<file path="src/rtl/synth_pkg.sv">
// Shared synthesizer types for the polyphony allocator and its voice slots.
//   wave_shape    : oscillator waveform selector (SAWTOOTH is the reset shape)
//   alloc_state_t : allocator FSM states
//   KEY_W, FREQ_W : note-number and frequency field widths
package synth_pkg;

    typedef enum logic [1:0] {
        SAWTOOTH = 2'd0,
        SQUARE   = 2'd1,
        TRIANGLE = 2'd2,
        SINE     = 2'd3
    } wave_shape;

    typedef enum logic [1:0] {
        IDLE   = 2'd0,
        SCAN   = 2'd1,
        COMMIT = 2'd2
    } alloc_state_t;

    localparam int unsigned KEY_W  = 7;
    localparam int unsigned FREQ_W = 16;

endpackage

</file>
<file path="src/rtl/voice_slot.sv">
// One oscillator slot: holds enable, key, freq, amplitude, shape and age.
//   load_i     : note-on target, loads all fields, enables, clears age
//   release_i  : note-off, disables and clears age, fields are held
//   age_inc_i  : age step for an enabled slot, saturating
//   *_o        : current slot contents (age_o feeds the allocator scan)
module voice_slot import synth_pkg::*; #(
    parameter int unsigned WIDTH = 24,
    parameter int unsigned AGE_W = 8
) (
    input  logic              clk,
    input  logic              rst,
    input  logic              load_i,
    input  logic              release_i,
    input  logic              age_inc_i,
    input  logic [KEY_W-1:0]  key_i,
    input  logic [FREQ_W-1:0] freq_i,
    input  logic [WIDTH-1:0]  amp_i,
    input  wave_shape         shape_i,
    output logic              enable_o,
    output logic [KEY_W-1:0]  key_o,
    output logic [FREQ_W-1:0] freq_o,
    output logic [WIDTH-1:0]  amp_o,
    output wave_shape         shape_o,
    output logic [AGE_W-1:0]  age_o
);

    logic              enable_q, enable_d;
    logic [KEY_W-1:0]  key_q,    key_d;
    logic [FREQ_W-1:0] freq_q,   freq_d;
    logic [WIDTH-1:0]  amp_q,    amp_d;
    wave_shape         shape_q,  shape_d;
    logic [AGE_W-1:0]  age_q,    age_d;

    always_comb begin
        enable_d = enable_q;
        key_d    = key_q;
        freq_d   = freq_q;
        amp_d    = amp_q;
        shape_d  = shape_q;
        age_d    = age_q;
        if (load_i) begin
            enable_d = 1'b1;
            key_d    = key_i;
            freq_d   = freq_i;
            amp_d    = amp_i;
            shape_d  = shape_i;
            age_d    = '0;
        end else if (release_i) begin
            enable_d = 1'b0;
            age_d    = '0;
        end else if (age_inc_i && enable_q && (age_q != '1)) begin
            age_d = age_q + AGE_W'(1);
        end
    end

    always_ff @(posedge clk or posedge rst) begin
        if (rst) begin
            enable_q <= 1'b0;
            key_q    <= '0;
            freq_q   <= '0;
            amp_q    <= '0;
            shape_q  <= SAWTOOTH;
            age_q    <= '0;
        end else begin
            enable_q <= enable_d;
            key_q    <= key_d;
            freq_q   <= freq_d;
            amp_q    <= amp_d;
            shape_q  <= shape_d;
            age_q    <= age_d;
        end
    end

    assign enable_o = enable_q;
    assign key_o    = key_q;
    assign freq_o   = freq_q;
    assign amp_o    = amp_q;
    assign shape_o  = shape_q;
    assign age_o    = age_q;

endmodule

</file>
<file path="src/rtl/voice_allocator.sv">
// Polyphony allocator: accepts note-on/off events (valid/ready), scans the
// VOICES slots one per cycle for match / free / oldest, then commits.
//   ev_*          : event handshake and fields (latched on acceptance)
//   voice_*       : per-slot oscillator controls
//   busy_count    : number of enabled slots
module voice_allocator import synth_pkg::*; #(
    parameter int unsigned VOICES = 8,
    parameter int unsigned WIDTH  = 24,
    parameter int unsigned AGE_W  = 8
) (
    input  logic                           clk,
    input  logic                           rst,
    input  logic                           ev_valid,
    output logic                           ev_ready,
    input  logic                           ev_note_on,
    input  logic [KEY_W-1:0]               ev_key,
    input  logic [FREQ_W-1:0]              ev_freq,
    input  logic [WIDTH-1:0]               ev_amplitude,
    input  wave_shape                      ev_shape,
    output logic [VOICES-1:0]              voice_enable,
    output logic [VOICES-1:0][KEY_W-1:0]   voice_key,
    output logic [VOICES-1:0][FREQ_W-1:0]  voice_freq,
    output logic [VOICES-1:0][WIDTH-1:0]   voice_amplitude,
    output wave_shape [VOICES-1:0]         voice_shape,
    output logic [$clog2(VOICES):0]        busy_count
);

    localparam int unsigned IDX_W = $clog2(VOICES);
    localparam int unsigned CNT_W = IDX_W + 1;

    alloc_state_t              state_q, state_d;
    logic [IDX_W-1:0]          idx_q, idx_d;
    logic                      live_q;

    logic                      on_q, on_d;
    logic [KEY_W-1:0]          key_q, key_d;
    logic [FREQ_W-1:0]         freq_q, freq_d;
    logic [WIDTH-1:0]          amp_q, amp_d;
    wave_shape                 shape_q, shape_d;

    logic                      match_vld_q, match_vld_d;
    logic [IDX_W-1:0]          match_idx_q, match_idx_d;
    logic                      free_vld_q, free_vld_d;
    logic [IDX_W-1:0]          free_idx_q, free_idx_d;
    logic                      old_vld_q, old_vld_d;
    logic [IDX_W-1:0]          old_idx_q, old_idx_d;
    logic [AGE_W-1:0]          old_age_q, old_age_d;

    logic [VOICES-1:0]         load_q, load_d;
    logic [VOICES-1:0]         rel_q, rel_d;
    logic [VOICES-1:0]         inc_q, inc_d;
    logic [IDX_W-1:0]          tgt;

    logic [VOICES-1:0][AGE_W-1:0] voice_age;

    // live_q keeps ev_ready low until the first edge after reset release.
    assign ev_ready = (state_q == IDLE) && live_q;

    always_comb begin
        state_d     = state_q;
        idx_d       = idx_q;
        on_d        = on_q;
        key_d       = key_q;
        freq_d      = freq_q;
        amp_d       = amp_q;
        shape_d     = shape_q;
        match_vld_d = match_vld_q;
        match_idx_d = match_idx_q;
        free_vld_d  = free_vld_q;
        free_idx_d  = free_idx_q;
        old_vld_d   = old_vld_q;
        old_idx_d   = old_idx_q;
        old_age_d   = old_age_q;
        load_d      = '0;
        rel_d       = '0;
        inc_d       = '0;
        tgt         = '0;
        case (state_q)
            IDLE: begin
                if (ev_valid && ev_ready) begin
                    on_d        = ev_note_on;
                    key_d       = ev_key;
                    freq_d      = ev_freq;
                    amp_d       = ev_amplitude;
                    shape_d     = ev_shape;
                    match_vld_d = 1'b0;
                    free_vld_d  = 1'b0;
                    old_vld_d   = 1'b0;
                    match_idx_d = '0;
                    free_idx_d  = '0;
                    old_idx_d   = '0;
                    old_age_d   = '0;
                    idx_d       = '0;
                    state_d     = SCAN;
                end
            end
            SCAN: begin
                if (voice_enable[idx_q] && (voice_key[idx_q] == key_q) && !match_vld_q) begin
                    match_vld_d = 1'b1;
                    match_idx_d = idx_q;
                end
                if (!voice_enable[idx_q] && !free_vld_q) begin
                    free_vld_d = 1'b1;
                    free_idx_d = idx_q;
                end
                // Strict '>' keeps the lowest index on age ties.
                if (voice_enable[idx_q] && (!old_vld_q || (voice_age[idx_q] > old_age_q))) begin
                    old_vld_d = 1'b1;
                    old_idx_d = idx_q;
                    old_age_d = voice_age[idx_q];
                end
                if (idx_q == IDX_W'(VOICES - 1)) begin
                    state_d = COMMIT;
                end else begin
                    idx_d = idx_q + IDX_W'(1);
                end
            end
            COMMIT: begin
                state_d = IDLE;
                if (on_q) begin
                    if (match_vld_q)      tgt = match_idx_q;
                    else if (free_vld_q)  tgt = free_idx_q;
                    else                  tgt = old_idx_q;
                    load_d      = '0;
                    load_d[tgt] = 1'b1;
                    inc_d       = '1;
                    inc_d[tgt]  = 1'b0;
                end else if (match_vld_q) begin
                    rel_d[match_idx_q] = 1'b1;
                end
            end
            default: state_d = IDLE;
        endcase
    end

    // Commit strobes are registered so every slot field changes together one
    // edge after COMMIT, while the FSM is already back in IDLE.
    always_ff @(posedge clk or posedge rst) begin
        if (rst) begin
            state_q     <= IDLE;
            idx_q       <= '0;
            live_q      <= 1'b0;
            on_q        <= 1'b0;
            key_q       <= '0;
            freq_q      <= '0;
            amp_q       <= '0;
            shape_q     <= SAWTOOTH;
            match_vld_q <= 1'b0;
            match_idx_q <= '0;
            free_vld_q  <= 1'b0;
            free_idx_q  <= '0;
            old_vld_q   <= 1'b0;
            old_idx_q   <= '0;
            old_age_q   <= '0;
            load_q      <= '0;
            rel_q       <= '0;
            inc_q       <= '0;
        end else begin
            state_q     <= state_d;
            idx_q       <= idx_d;
            live_q      <= 1'b1;
            on_q        <= on_d;
            key_q       <= key_d;
            freq_q      <= freq_d;
            amp_q       <= amp_d;
            shape_q     <= shape_d;
            match_vld_q <= match_vld_d;
            match_idx_q <= match_idx_d;
            free_vld_q  <= free_vld_d;
            free_idx_q  <= free_idx_d;
            old_vld_q   <= old_vld_d;
            old_idx_q   <= old_idx_d;
            old_age_q   <= old_age_d;
            load_q      <= load_d;
            rel_q       <= rel_d;
            inc_q       <= inc_d;
        end
    end

    for (genvar g = 0; g < VOICES; g++) begin : g_slot
        voice_slot #(
            .WIDTH (WIDTH),
            .AGE_W (AGE_W)
        ) u_slot (
            .clk       (clk),
            .rst       (rst),
            .load_i    (load_q[g]),
            .release_i (rel_q[g]),
            .age_inc_i (inc_q[g]),
            .key_i     (key_q),
            .freq_i    (freq_q),
            .amp_i     (amp_q),
            .shape_i   (shape_q),
            .enable_o  (voice_enable[g]),
            .key_o     (voice_key[g]),
            .freq_o    (voice_freq[g]),
            .amp_o     (voice_amplitude[g]),
            .shape_o   (voice_shape[g]),
            .age_o     (voice_age[g])
        );
    end

    always_comb begin
        busy_count = '0;
        for (int unsigned i = 0; i < VOICES; i++) begin
            busy_count = busy_count + CNT_W'(voice_enable[i]);
        end
    end

endmodule

</file>
<file path="config.mk">
export PLATFORM = sky130hd
export DESIGN_NAME = voice_allocator
export DESIGN_NICKNAME = d
export VERILOG_FILES = /design/src/rtl/synth_pkg.sv /design/src/rtl/voice_slot.sv /design/src/rtl/voice_allocator.sv
export SDC_FILE = /design/constraint.sdc
export NUM_CORES = 1
export LEC_CHECK = 0
export ABC_AREA = 1
export BUFFER_PORTS_ARGS = -buffer_cell sky130_fd_sc_hd__buf_2
export CORE_UTILIZATION = 59
export DETAILED_ROUTE_END_ITERATION = 10
export GPL_TIMING_DRIVEN = 0
export PLACE_DENSITY = 0.84
export SETUP_SLACK_MARGIN = 0.02
export SYNTH_ARGS = -nofsm -noshare
export SYNTH_HDL_FRONTEND = slang
export SYNTH_SLANG_ARGS = --single-unit
</file>
<file path="constraint.sdc">
create_clock -name clk -period 29.2 [get_ports clk]
set_input_delay 2.92 -clock clk [delete_from_list [all_inputs] [get_ports clk]]
set_output_delay 2.92 -clock clk [all_outputs]
set_load 0.01 [all_outputs]
</file>
==> results.md <==
- The relative contribution of the clock network to total power is 36.1%.
- After clock tree synthesis, the flow added hold-fix buffers numbering 0.
- The synthesized netlist devotes 6.03% of its cell area to compound gates.
- The combinational share of power is between 20% and 30%.
- The number of resized instances in the post-cts repair step is 0.
- The clock tree from TritonCTS is built.
- The first global-routing pass estimated roughly 120 mm of wire.
- For the worst setup path, the data required time is 26.28 ns.
- The simple-gate portion of the synthesized area is 26.7%.
- The total core area is 39,700 sq um.
- The cell type with the highest aggregate area in the netlist is sky130_fd_sc_hd__dfrtp_1.
- After routing, the total negative slack on setup checks comes to 0 ns.
- After Yosys synthesis, full adders, half adders and majority gates account for ~1.4% of the synthesized area.
- The number of antenna violations at the first check in global routing is 10.
- The die covers 41,200 sq um.
- The fraction of the cycle the final worst path needs is 22.4%.
- The switching power share of the total is 33.4%.
- Sequential cells were found to cover around three fifths of the synthesized design area.
- The filler cells instantiated in the layout total between 2,000 and 3,000.
- The first detailed-routing pass ran for 9 iterations.
- Summed over all nets, the switching power comes to 0.000764 W.
- Setup repair after global routing left no endpoint under its margin.
- The final count of pins violating max slew came to 0.
- Buffers added to address setup during post-CTS repair amount to 0.
- Once the floorplan was initialized, standard cells occupied 59.9% of the core.
- Synthesis produced 2,863 cells.
- Among all flip-flop cells after synthesis, the most frequent one is sky130_fd_sc_hd__dfrtp_1.
- The library cell used as clock root buffer is sky130_fd_sc_hd__clkbuf_16.
- The net count of the finished layout is 3,460.
- The critical path startpoint category is a register.
- From left edge to right edge, the die measures 203 microns.
- The worst hold path belongs to the class reg -> reg.
- The pin count of the biggest net entering global routing is 137.
- The maximum clock path buffer count is 3.
- In the final layout, the multi-input gates occupy 8220 sq um.
- The final critical delay including setup and external delays is 6.55 ns.
- The congestion estimate from routability-driven global placement came to 0.942.
- The count of cells along the worst register-to-register path is 18.
- The synthesized netlist occupies a cell area of between 20,000 and 25,000 sq um.
- Cell internal power was estimated by the tool at ~0.0015 W.
- The clock buffer count from CTS is 56.
- At the pin with the least slew margin, the transition time is 1.14 ns.
- After synthesis, the largest family of logic cells by area is simple AND/OR/NAND/NOR gates.
- Summed over all layers, the global routing overflow is 0.
- The largest voltage drop on the vdd net is 0.0629 mV.
- The area used by sequential logic in the layout is 14,100 sq um.
- The slowest stage of the critical path is the sky130_fd_sc_hd__fa_1 cell.
- The register clock-pin slew on the reported worst setup and hold paths is 0.06 ns.
- In the post-synthesis netlist, the biggest area contributors are sky130_fd_sc_hd__dfrtp_1 59%, sky130_fd_sc_hd__nand2_1 23%, sky130_fd_sc_hd__inv_1 2.8%, sky130_fd_sc_hd__o21ai_0 2.7%, sky130_fd_sc_hd__clkbuf_1 2.1%.
- Total power for the finished layout comes to 0.00229 W.
- The cell repeated most along the worst path is sky130_fd_sc_hd__fa_1.
- The power density over the cells is 78.9 nW/um^2.
- Counting instances, the worst hold path has a depth of 1.
- The per-cell via count in the routed design is 5.68.
- Summing the areas of all xor and xnor instances in the mapped netlist gives 0.147% of the synthesized area.
- The leakage component of the power is 17.0 nW.
- During placement, the flow inserted port buffers numbering around 460.
- Counting every net in the synthesized netlist gives 2,941.
- The number of hold-slack violations in the final timing report is 0.
- The count of boundary I/O pins is 458.
- The violation count after the first detailed-routing iteration is 2,435.
- After synthesis, the netlist uses 39 different library cells.
- At the later pin of the worst-skew pair, clock insertion delay measures 0.62 ns.
- The die outline height is 203 microns.
- The detailed placer's ending HPWL is 58.2 mm.
- The total of flip-flops plus latches after synthesis is 564.
- Summed over all layers, the routed wires come to 83.0 mm.
- On the final layout, the worst hold slack is approximately 0.46 ns.
- The portion of synthesized area spent on multiplexers is 0.142%.
- The run finished with clean final reports.
- The routed layout has roughly 23,000 vias.
- Derived from the worst setup path, the maximum achievable clock frequency is around 150 MHz.
- The all-layer global routing usage is ~40%.
- The critical path in this run is classified as reg -> out.
- The share of flip-flops with an asynchronous set or reset after synthesis is 100%.
- The tool flagged a number of max-cap violations equal to 0.
- For the worst setup path, the data arrival time is 3.63 ns.
- The sort of element at the end of the critical path is a primary output.
- The setup skew after layout is around 0.015 ns.
- The number of rows in the core area is 73.
- The area overhead of the layout relative to synthesis is 21.8%.
- Counting instances in the post-synthesis netlist gives the leading cell types as 1,435 x sky130_fd_sc_hd__nand2_1, 564 x sky130_fd_sc_hd__dfrtp_1, 176 x sky130_fd_sc_hd__inv_1, 133 x sky130_fd_sc_hd__clkbuf_1, 128 x sky130_fd_sc_hd__o21ai_0.
- The largest incremental delay on the critical path is 0.57 ns.
- Walking the worst path, the cells encountered are fa_1 -> inv_1 -> fa_1 -> fa_1 -> inv_1 -> ha_1 -> fa_1 -> xor2_1 -> buf_2.
- Sequential cells burn 38.9% of the power.
- Counting flops with a built-in enable in the synthesized netlist gives 0.
- CTS saw around 560 sinks.
- In the final routed layout, each cell accounts on average for roughly 21 microns.
- CTS built an H-tree with a depth of 2.
- In this run the remaining antenna-violating nets after routing total 0.
- Setup violations remaining at the end of the flow were counted as 0.
- The via count of the first global-routing pass is 21,600.
- The maximum fanout count along the critical path is 4.
- The worst max-slew margin expressed relative to the limit is a little under a quarter.
- The most used standard cell by instance count after synthesis is sky130_fd_sc_hd__nand2_1.
- The core utilization of the finished layout is between 70% and 80%.
- For this run, design rule violations remaining after detail routing come to 0.
- The post-route netlist has 17.9% of its cells at a drive strength greater than 1.
- The top cell type by area accounts for 59.3% of the synthesized area.
- The number of warnings issued by yosys is 0.
- The synthesized area per cell is 8.32 sq um.
-- worst max-delay path, delay by kind of cell (launching register included) --
family	cells	cell delay (ns)
buffers and inverters	3	0.25
flip-flops	1	0.50
XOR/XNOR	1	0.15
adder cells (fa/ha/maj)	5	2.13
-- power groups by stage --
stage | clock network [W] | registers (W) | logic (W)
final | 0.000827 | 0.000890 | 0.000573
after global routing | 0.000856 | 0.000896 | 0.000621
after CTS | 0.000825 | 0.000888 | 0.000557
after detailed placement | 0 | 0.000901 | 0.000551
after global placement | 0 | 0.000901 | 0.000538
after floorplan | 0 | 0.000905 | 0.000358
-- sequential cells by signal, indices dropped and copies added, names as in the netlist, 2 cells and up --
register and flops:
amp_q 24, free_idx_q 3, freq_q 16, g_slot.u_slot.age_o 64, g_slot.u_slot.amp_o 192, g_slot.u_slot.enable_o 8, g_slot.u_slot.freq_o 128, g_slot.u_slot.key_o 56
g_slot.u_slot.shape_o 16, idx_q 3, inc_q 8, key_q 7, load_q 8, match_idx_q 3, old_age_q 8, old_idx_q 3
rel_q 8, shape_q 2, state_q 2
-- cell usage in the layout (no fill, tap or decap), types with 4 or more instances in the layout --
| master | instances |
|---|---|
| sky130_fd_sc_hd__nand2_1 | 1435 |
| sky130_fd_sc_hd__dfrtp_1 | 564 |
| sky130_fd_sc_hd__buf_2 | 468 |
| sky130_fd_sc_hd__inv_1 | 175 |
| sky130_fd_sc_hd__clkbuf_1 | 143 |
| sky130_fd_sc_hd__o21ai_0 | 128 |
| sky130_fd_sc_hd__nand3_1 | 90 |
| sky130_fd_sc_hd__a21oi_1 | 80 |
| sky130_fd_sc_hd__nor2_1 | 77 |
| sky130_fd_sc_hd__clkbuf_16 | 57 |
| sky130_fd_sc_hd__ha_1 | 21 |
| sky130_fd_sc_hd__nor3_1 | 18 |
| sky130_fd_sc_hd__buf_4 | 15 |
| sky130_fd_sc_hd__bufinv_16 | 13 |
| sky130_fd_sc_hd__clkbuf_8 | 13 |
| sky130_fd_sc_hd__diode_2 | 11 |
| sky130_fd_sc_hd__a31oi_1 | 10 |
| sky130_fd_sc_hd__a211oi_1 | 9 |
| sky130_fd_sc_hd__o211ai_1 | 9 |
| sky130_fd_sc_hd__nand4_1 | 8 |
| sky130_fd_sc_hd__buf_6 | 8 |
| sky130_fd_sc_hd__o21ai_1 | 8 |
| sky130_fd_sc_hd__o21a_1 | 7 |
| sky130_fd_sc_hd__inv_2 | 7 |
| sky130_fd_sc_hd__clkinv_2 | 7 |
| sky130_fd_sc_hd__buf_1 | 5 |
| sky130_fd_sc_hd__a221oi_1 | 5 |
| sky130_fd_sc_hd__clkinv_1 | 4 |
| sky130_fd_sc_hd__a311oi_1 | 4 |
| sky130_fd_sc_hd__nor2_2 | 4 |
| sky130_fd_sc_hd__fa_1 | 4 |
| sky130_fd_sc_hd__buf_16 | 4 |
-- layout make-up --
type,instances,area share [%]
flip-flops and latches,564,48.6
multi-input cells,1939,28.3
repair buffers,461,8.26
clock buffers,80,5.66
plain buffers,172,2.67
inverters,188,2.47
well taps,525,2.26
clock inverters,24,1.62
diodes,11,0.0949
-- metal layers --
metal,GRT usage [%],up-vias,routed length (microns)
met5,0,-,0
met4,25.8,0,5750
met3,11.2,363,9640
met2,59.9,1454,36900
met1,52.6,10800,30700
li1,-,9867,-
-- cell families after synthesis --
group,Yosys count
simple gates,1643
flops,564
buf+inv,360
compound gates,263
fa+ha+maj,25
xor+xnor,4
mux,3
other cells,1
-- per-stage QoR --
step | std cells | instance area (sq um) | setup WS, ns
2_1_floorplan | 2863 | 23800 | 10.51
3_3_place_gp | 3845 | 26800 | 5.27
3_5_place_dp | 3849 | 26900 | 23.28
4_1_cts | 3953 | 29000 | 22.65
5_1_grt | 3963 | 29000 | 22.56
6_report | 3964 | 29000 | 22.65
-- final timing paths --
path	end	slack, ns	start
max	busy_count[2]	22.65	g_slot[0].u_slot.enable_o
min	g_slot[1].u_slot.enable_o	0.46	rel_q[1]
max reg2reg	old_age_q[2]	25.43	idx_q[0]
min reg2reg	g_slot[1].u_slot.enable_o	0.46	rel_q[1]
max in group asynchronous	g_slot[0].u_slot.amp_o[22]	25.09	rst
min in group asynchronous	g_slot[5].u_slot.freq_o[10]	2.39	rst
Power figures use the tool's default switching activity.
